==> src/rtl/asu_arbiter_pkg.sv <==
// Shared definitions for the add/subtract unit arbiter: op encoding, FSM states
// and the signed-overflow rule used when a result is captured.
package asu_arbiter_pkg;

   localparam int   ASU_DEFAULT_WIDTH = 16;
   localparam logic ASU_OP_ADD        = 1'b0;
   localparam logic ASU_OP_SUB        = 1'b1;

   typedef enum logic [1:0] {
      ST_IDLE = 2'd0,
      ST_EXEC = 2'd1,
      ST_DONE = 2'd2
   } asu_state_e;

   // Overflow is judged from the original operands, so B = most-negative on a
   // subtract still follows the ordinary sign rule.
   function automatic logic asu_ovf(input logic op, input logic aMsb,
                                    input logic bMsb, input logic rMsb);
      if (op == ASU_OP_SUB) begin
         return (aMsb != bMsb) && (rMsb != aMsb);
      end
      return (aMsb == bMsb) && (rMsb != aMsb);
   endfunction

endpackage

==> src/rtl/asu_arbiter_if.sv <==
// Request/response bundle between NREQ requesters (master) and the arbiter (slave).
interface asu_arbiter_if
   import asu_arbiter_pkg::*;
#(
   parameter int NREQ  = 4,
   parameter int WIDTH = ASU_DEFAULT_WIDTH,
   parameter int IDW   = 2
);

   logic [NREQ-1:0]       req_valid;
   logic [NREQ-1:0]       req_op;
   logic [NREQ*WIDTH-1:0] req_a;
   logic [NREQ*WIDTH-1:0] req_b;
   logic [NREQ-1:0]       req_ready;
   logic                  resp_valid;
   logic                  resp_ready;
   logic [WIDTH-1:0]      resp_data;
   logic [IDW-1:0]        resp_id;
   logic                  resp_ovf;

   modport master (
      output req_valid, req_op, req_a, req_b, resp_ready,
      input  req_ready, resp_valid, resp_data, resp_id, resp_ovf
   );

   modport slave (
      input  req_valid, req_op, req_a, req_b, resp_ready,
      output req_ready, resp_valid, resp_data, resp_id, resp_ovf
   );

endinterface

==> src/rtl/asu.sv <==
// Add/subtract unit: ripple adder pair with op select. Subtract is A + ~B + 1.
module asu #(
   parameter int WIDTH = 16
) (
   input  logic [WIDTH-1:0] inA,
   input  logic [WIDTH-1:0] inB,
   input  logic             arithADD,
   input  logic             arithSUB,
   output logic [WIDTH-1:0] outASU
);

   logic [WIDTH-1:0] sum;
   logic [WIDTH-1:0] diff;

   assign sum    = inA + inB;
   assign diff   = inA + ~inB + WIDTH'(1);
   assign outASU = arithSUB ? diff : (arithADD ? sum : '0);

endmodule

==> src/rtl/asu_arbiter_rr_pick.sv <==
// Round-robin priority select: first valid requester strictly after ptr, with wrap.
module asu_arbiter_rr_pick #(
   parameter int NREQ = 4,
   parameter int IDW  = 2
) (
   input  logic [NREQ-1:0] valid_i,
   input  logic [IDW-1:0]  ptr_i,
   output logic [NREQ-1:0] grant_o,
   output logic [IDW-1:0]  idx_o,
   output logic            any_o
);

   // The last winner is scanned last (k = NREQ), so it ranks lowest next time.
   always_comb begin
      int              cand;
      logic [IDW-1:0]  candIdx;
      cand    = 0;
      candIdx = '0;
      grant_o = '0;
      idx_o   = '0;
      any_o   = 1'b0;
      for (int k = 1; k <= NREQ; k++) begin
         cand    = (int'(ptr_i) + k) % NREQ;
         candIdx = IDW'(cand);
         if (!any_o && valid_i[candIdx]) begin
            any_o            = 1'b1;
            idx_o            = candIdx;
            grant_o[candIdx] = 1'b1;
         end
      end
   end

endmodule

==> src/rtl/asu_arbiter.sv <==
// Shares one ASU among NREQ requesters: round-robin grant, registered operands,
// registered result returned with requester ID over a valid/ready channel.
module asu_arbiter
   import asu_arbiter_pkg::*;
#(
   parameter int NREQ  = 4,
   parameter int WIDTH = ASU_DEFAULT_WIDTH,
   parameter int IDW   = 2
) (
   input  logic         clk_i,
   input  logic         rst_ni,
   asu_arbiter_if.slave bus,
   output logic         busy_o
);

   asu_state_e       state_q;
   logic [WIDTH-1:0] a_q;
   logic [WIDTH-1:0] b_q;
   logic             op_q;
   logic [IDW-1:0]   ptr_q;
   logic             resp_valid_q;
   logic [WIDTH-1:0] resp_data_q;
   logic [IDW-1:0]   resp_id_q;
   logic             resp_ovf_q;

   logic [NREQ-1:0]  pickGrant;
   logic [IDW-1:0]   pickIdx;
   logic             pickAny;
   logic             canGrant;
   logic             accept;
   logic [WIDTH-1:0] selA;
   logic [WIDTH-1:0] selB;
   logic             selOp;
   logic [WIDTH-1:0] asuOut;
   logic             execOvf;

   asu_arbiter_rr_pick #(
      .NREQ (NREQ),
      .IDW  (IDW)
   ) u_rr_pick (
      .valid_i (bus.req_valid),
      .ptr_i   (ptr_q),
      .grant_o (pickGrant),
      .idx_o   (pickIdx),
      .any_o   (pickAny)
   );

   asu #(
      .WIDTH (WIDTH)
   ) u_asu (
      .inA      (a_q),
      .inB      (b_q),
      .arithADD (op_q == ASU_OP_ADD),
      .arithSUB (op_q == ASU_OP_SUB),
      .outASU   (asuOut)
   );

   // A new request may be taken in IDLE, or in DONE in the same cycle the
   // pending result is consumed, giving back-to-back operation every 2 cycles.
   assign canGrant      = (state_q == ST_IDLE) || ((state_q == ST_DONE) && bus.resp_ready);
   assign accept        = canGrant && pickAny;
   assign bus.req_ready = canGrant ? pickGrant : '0;

   assign selA    = bus.req_a[int'(pickIdx) * WIDTH +: WIDTH];
   assign selB    = bus.req_b[int'(pickIdx) * WIDTH +: WIDTH];
   assign selOp   = bus.req_op[pickIdx];
   assign execOvf = asu_ovf(op_q, a_q[WIDTH-1], b_q[WIDTH-1], asuOut[WIDTH-1]);

   assign bus.resp_valid = resp_valid_q;
   assign bus.resp_data  = resp_data_q;
   assign bus.resp_id    = resp_id_q;
   assign bus.resp_ovf   = resp_ovf_q;
   assign busy_o         = (state_q != ST_IDLE);

   // The pointer doubles as the in-flight requester ID: it only moves on a grant.
   always_ff @(posedge clk_i or negedge rst_ni) begin
      if (!rst_ni) begin
         state_q      <= ST_IDLE;
         a_q          <= '0;
         b_q          <= '0;
         op_q         <= ASU_OP_ADD;
         ptr_q        <= IDW'(NREQ - 1);
         resp_valid_q <= 1'b0;
         resp_data_q  <= '0;
         resp_id_q    <= '0;
         resp_ovf_q   <= 1'b0;
      end else begin
         if (accept) begin
            a_q   <= selA;
            b_q   <= selB;
            op_q  <= selOp;
            ptr_q <= pickIdx;
         end
         case (state_q)
            ST_IDLE: begin
               if (accept) begin
                  state_q <= ST_EXEC;
               end
            end
            ST_EXEC: begin
               resp_data_q  <= asuOut;
               resp_id_q    <= ptr_q;
               resp_ovf_q   <= execOvf;
               resp_valid_q <= 1'b1;
               state_q      <= ST_DONE;
            end
            ST_DONE: begin
               if (bus.resp_ready) begin
                  resp_valid_q <= 1'b0;
                  state_q      <= accept ? ST_EXEC : ST_IDLE;
               end
            end
            default: begin
               state_q <= ST_IDLE;
            end
         endcase
      end
   end

endmodule

==> src/flat_wrapper.sv <==
// flat-port wrapper written by rule: the top's interface ports become plain ports
module asu_arbiter_flat import asu_arbiter_pkg::*;
#(
   parameter int NREQ  = 4,
   parameter int WIDTH = ASU_DEFAULT_WIDTH,
   parameter int IDW   = 2
)
  (clk_i, rst_ni, busy_o, bus_req_valid, bus_req_op, bus_req_a, bus_req_b, bus_resp_ready, bus_req_ready, bus_resp_valid, bus_resp_data, bus_resp_id, bus_resp_ovf);
  asu_arbiter_if #(.NREQ(NREQ), .WIDTH(WIDTH), .IDW(IDW)) bus_i ();
  input  logic clk_i;
  input  logic rst_ni;
  output logic busy_o;
  input wire logic [$bits(bus_i.req_valid)-1:0] bus_req_valid;
  input wire logic [$bits(bus_i.req_op)-1:0] bus_req_op;
  input wire logic [$bits(bus_i.req_a)-1:0] bus_req_a;
  input wire logic [$bits(bus_i.req_b)-1:0] bus_req_b;
  input wire logic [$bits(bus_i.resp_ready)-1:0] bus_resp_ready;
  output wire logic [$bits(bus_i.req_ready)-1:0] bus_req_ready;
  output wire logic [$bits(bus_i.resp_valid)-1:0] bus_resp_valid;
  output wire logic [$bits(bus_i.resp_data)-1:0] bus_resp_data;
  output wire logic [$bits(bus_i.resp_id)-1:0] bus_resp_id;
  output wire logic [$bits(bus_i.resp_ovf)-1:0] bus_resp_ovf;
  assign bus_i.req_valid = bus_req_valid;
  assign bus_i.req_op = bus_req_op;
  assign bus_i.req_a = bus_req_a;
  assign bus_i.req_b = bus_req_b;
  assign bus_i.resp_ready = bus_resp_ready;
  assign bus_req_ready = bus_i.req_ready;
  assign bus_resp_valid = bus_i.resp_valid;
  assign bus_resp_data = bus_i.resp_data;
  assign bus_resp_id = bus_i.resp_id;
  assign bus_resp_ovf = bus_i.resp_ovf;
  asu_arbiter #(.NREQ(NREQ), .WIDTH(WIDTH), .IDW(IDW)) u_core (.clk_i(clk_i), .rst_ni(rst_ni), .bus(bus_i), .busy_o(busy_o));
endmodule
==> config.mk <==
export PLATFORM = sky130hd
export DESIGN_NAME = asu_arbiter_flat
export DESIGN_NICKNAME = d
export VERILOG_FILES = /design/src/rtl/asu_arbiter_pkg.sv /design/src/rtl/asu_arbiter_if.sv /design/src/rtl/asu.sv /design/src/rtl/asu_arbiter_rr_pick.sv /design/src/rtl/asu_arbiter.sv /design/src/flat_wrapper.sv
export SDC_FILE = /design/constraint.sdc
export NUM_CORES = 1
export LEC_CHECK = 0
export CAP_MARGIN = 20
export CORE_ASPECT_RATIO = 1.2
export CORE_MARGIN = 3
export CORE_UTILIZATION = 51
export DETAILED_ROUTE_END_ITERATION = 6
export PLACE_DENSITY = 0.86
export SETUP_SLACK_MARGIN = 0.2
export SYNTH_ARGS = -nofsm -noshare
export SYNTH_HDL_FRONTEND = slang
export SYNTH_SLANG_ARGS = --single-unit
==> constraint.sdc <==
create_clock -name clk_i -period 7.59 [get_ports clk_i]
set_clock_uncertainty 0.05 [all_clocks]
set_input_delay 1.518 -clock clk_i [delete_from_list [all_inputs] [get_ports clk_i]]
set_output_delay 1.518 -clock clk_i [all_outputs]
set_load 0.02 [all_outputs]
==> metrics.log <==
[metrics] run status: finished clean
[metrics] WL/cell: 17.5 µm
[metrics] total of fill cells in the finished design: 752
[metrics] crit share post-route: 73.7%
[metrics] Worst-Margin Slew: 1.01 ns
[metrics] min Tclk post-route: 5.60 ns
[metrics] RePlAce Congestion: 0.926
[metrics] HP Class: register to register
[metrics] PwrDens: 517 nW/µm²
[metrics] met2 routed wirelength: 7.32 mm
[metrics] standard cell core area: 9560 µm²
[metrics] # DRC: 0
[metrics] Syn Area/Cell: 8.57 µm²
[metrics] post-place instance area: 6650 µm²
[metrics] layout overhead on the synthesized area: 37.4%
[metrics] Critical Setup Path Class: input pin to output port
[metrics] most instantiated flip-flop cell in the synthesis netlist: sky130_fd_sc_hd__dfrtp_1
[metrics] Final Hold Violating Endpoints: 0
[metrics] maximum clock rate: 179 MHz
[metrics] initial core utilization: 52.7%
[metrics] number of unique standard cell types used by synthesis: 66
[metrics] Total Routing Usage GR: 26.9%
[metrics] Top Layer Used: met4
[metrics] largest net degree at the start of global routing: 58
[metrics] wire length on met1: 6.09 mm
[metrics] remaining antenna violation count after routing: 0
[metrics] sort of element at the start of the critical path: input pin
[metrics] number of placed instances, taps included: 843
[metrics] count of placed standard cells in the final layout, fillers left out: 859
[metrics] leakage power: 3.08 nW
[metrics] Pins Over Slew Limit: 0
[metrics] Synthesized Nets: 767
[metrics] number of buffers added by the clock tree synthesis step: 9
[metrics] buffer count from post-CTS setup fixing: 0
[metrics] CP max stage cell: sky130_fd_sc_hd__mux4_2
[metrics] worst skew pair latency: 0.34 ns
[metrics] Worst Path Arrival: 4.03 ns
[metrics] die outline width: 96.8 µm
[metrics] warning count from the yosys run: 0
[metrics] number of buffers between clock root and the deepest sink: 2
[metrics] TritonCTS clock tree: done
[metrics] maximum ir drop on the vdd rail: 0.000330 V
[metrics] largest fanout of any net on the critical path: 8
[metrics] full die area: 11100 µm²
[metrics] initial antenna violation count: 0
[metrics] top cell type's share of synthesized area: 27.3%
[metrics] critical path required time: 6.02 ns
[metrics] met3 routed wirelength: 1.03 mm
[metrics] via count of the first global-routing pass: 5003
[metrics] cell type with the highest aggregate area in the netlist: sky130_fd_sc_hd__dfrtp_1
[metrics] async set-reset flop share out of synthesis: 100%
[metrics] cell with the most instances after synthesis: sky130_fd_sc_hd__nand2_1
[metrics] first-pass detailed-route iteration total: 7
[metrics] dpl hpwl: 11.5 mm
[metrics] vias per std cell: 5.92
[metrics] count of buffers inserted at the top-level ports: 163
[metrics] Worst slew margin: 32.6%
[metrics] number of top-level design ports: 164
[metrics] vias after detailed routing: 5089
[metrics] std cell rows: 39
[metrics] clock-pin slew reported for the worst setup and hold paths after clock tree synthesis: 0.05 ns
[metrics] Post-synth top cells: sky130_fd_sc_hd__nand2_1, sky130_fd_sc_hd__dfrtp_1, sky130_fd_sc_hd__ha_1, sky130_fd_sc_hd__mux2i_1
[metrics] Diodes inserted: 0
[metrics] count of final setup violators: 0
[metrics] Iteration-0 DRC Markers: 308
[metrics] synthesized netlist cell count: 588
[metrics] Clk Tree Root Cell: sky130_fd_sc_hd__clkbuf_16
[metrics] finished layout cell area: 6930 µm²
[metrics] post-route setup TNS: 0 ns
[metrics] sequential area share after synthesis: 28.3%
[metrics] sink count of the clock tree: 57
[metrics] maximum single-stage delay on the critical path: 0.65 ns
[metrics] wire length of the first global-routing pass: 24.5 mm
[metrics] share of post-route cells with drive strength above 1: 5.71%
[metrics] Worst setup EP type: output port
[metrics] top area cells in the synthesized netlist: sky130_fd_sc_hd__dfrtp_1, sky130_fd_sc_hd__ha_1, sky130_fd_sc_hd__mux2i_1
[metrics] Overflow after GRT: 0
[metrics] # H-tree levels: 3
[metrics] number of nets at the end of the flow: 910
[metrics] unrepaired setup endpoints after global routing: no
[metrics] final routed wirelength across all metal layers: 15.0 mm
[metrics] CTS Hold Buffers Added: 0
[metrics] count of flip-flops with a built-in enable after synthesis: 0
[metrics] number of storage elements in the synthesis netlist: 57
[metrics] Syn Std Cell Area: 5040 µm²
[metrics] Maximum Capacitance Violations: 0
[metrics] Cell Chain, Critical Path: clkdlybuf4s50_1 > mux4_2 > nor2b_4 > a22oi_1 > nor2_1 > a221oi_1 > nor2_1 > clkdlybuf4s50_1
[metrics] number of cells upsized or downsized after cts: 0
[metrics] DIE HEIGHT: 115 µm
## cell type report
class | instances | area, µm² | area share [%]
tap | 123 | 154 | 2.22
inverter | 37 | 139 | 2.01
timing repair buffer | 169 | 1670 | 24.1
clock buffer | 13 | 260 | 3.76
multi-input combinational | 457 | 3260 | 47.0
clock inverter | 3 | 15.0 | 0.217
sequential | 57 | 1430 | 20.6
## cells by family (layout without fill, tap and decap cells)
logic type,Yosys count,after routing,share of synthesized area (%)
XOR/XNOR,15,15,2.61
buffers and inverters,74,222,7.25
adder cells (fa/ha/maj),40,40,10.2
AND/OR/NAND/NOR,185,185,17.3
multiplexers,43,43,9.33
AO/OA/AOI/OAI,174,174,24.9
flip-flops,57,57,28.3
## critical path, delay by kind of cell
family                 cells  cell delay, ns
AO/OA/AOI/OAI              2            0.17
buffers and inverters      2            1.16
multiplexers               1            0.65
AND/OR/NAND/NOR            3            0.52
## per-layer routing
| layer | vias to the layer above | GRT usage [%] |
|---|---|---|
| met5 | - | 0 |
| met4 | 0 | 12.9 |
| met3 | 59 | 5.76 |
| met2 | 231 | 45.5 |
| met1 | 2367 | 32.9 |
| li1 | 2432 | - |
## flip-flops by register name (all words and copies together) (netlist names)
| signal | cells |
|---|---|
| u_core.bus.resp_data | 16 |
| u_core.ptr_q | 2 |
| u_core.a_q | 16 |
| u_core.bus.resp_id | 2 |
| u_core.state_q | 2 |
| u_core.op_q | 1 |
| u_core.bus.resp_valid | 1 |
| u_core.bus.resp_ovf | 1 |
| u_core.b_q | 16 |
## placed cells by master, fill, tap and decap left out, drive strengths merged, types with 16 or more instances in the layout
cell type,synthesis,routed
a221oi,23,23
nor2,23,23
dfrtp,55,55
nand2,93,93
a31oi,27,27
inv,36,36
o2bb2ai,16,16
o21ai,36,36
clkdlybuf4s50,0,162
mux2i,38,38
and3,20,20
ha,38,38
a21oi,17,17
## report_power, final
part | leakage [nW] | internal (W) | switching [W] | total (W)
clock network | 0.139 | 0.000236 | 0.000138 | 0.000374
logic | 2.29 | 0.00112 | 0.00146 | 0.00257
registers | 0.655 | 0.000476 | 0.000158 | 0.000634
total | 3.08 | 0.00183 | 0.00175 | 0.00358
## per-stage QoR
| stage | hold slack (ns) | utilization, % | setup slack, ns | power, W |
|---|---|---|---|---|
| after floorplan | 0.416 | - | 3.22 | 0.00260 |
| after global placement | 0.411 | 69.5 | 2.21 | 0.00307 |
| after detailed placement | 0.420 | 69.5 | 2.07 | 0.00316 |
| after CTS | 0.431 | 72.4 | 2.05 | 0.00356 |
| after global routing | 0.445 | 72.4 | 1.85 | 0.00388 |
| final | 0.422 | 72.4 | 1.99 | 0.00358 |
## path summary, 6_finish.rpt
check	startpoint	end	slack, ns	cells after the start
max	bus_req_valid[1]	bus_req_ready[1]	1.99	8
min	u_core.bus.resp_data[12]$_DFFE_PN0P_	u_core.bus.resp_data[12]$_DFFE_PN0P_	0.42	2
max reg2reg	u_core.ptr_q[0]$_DFFE_PN1P_	u_core.b_q[10]$_DFFE_PN0P_	3.59	10
min reg2reg	u_core.bus.resp_data[12]$_DFFE_PN0P_	u_core.bus.resp_data[12]$_DFFE_PN0P_	0.42	2
max in group asynchronous	rst_ni	u_core.a_q[5]$_DFFE_PN0P_	5.73	2
min in group asynchronous	rst_ni	u_core.b_q[1]$_DFFE_PN0P_	1.25	2
Note: power is estimated with default switching activity, not from simulation.
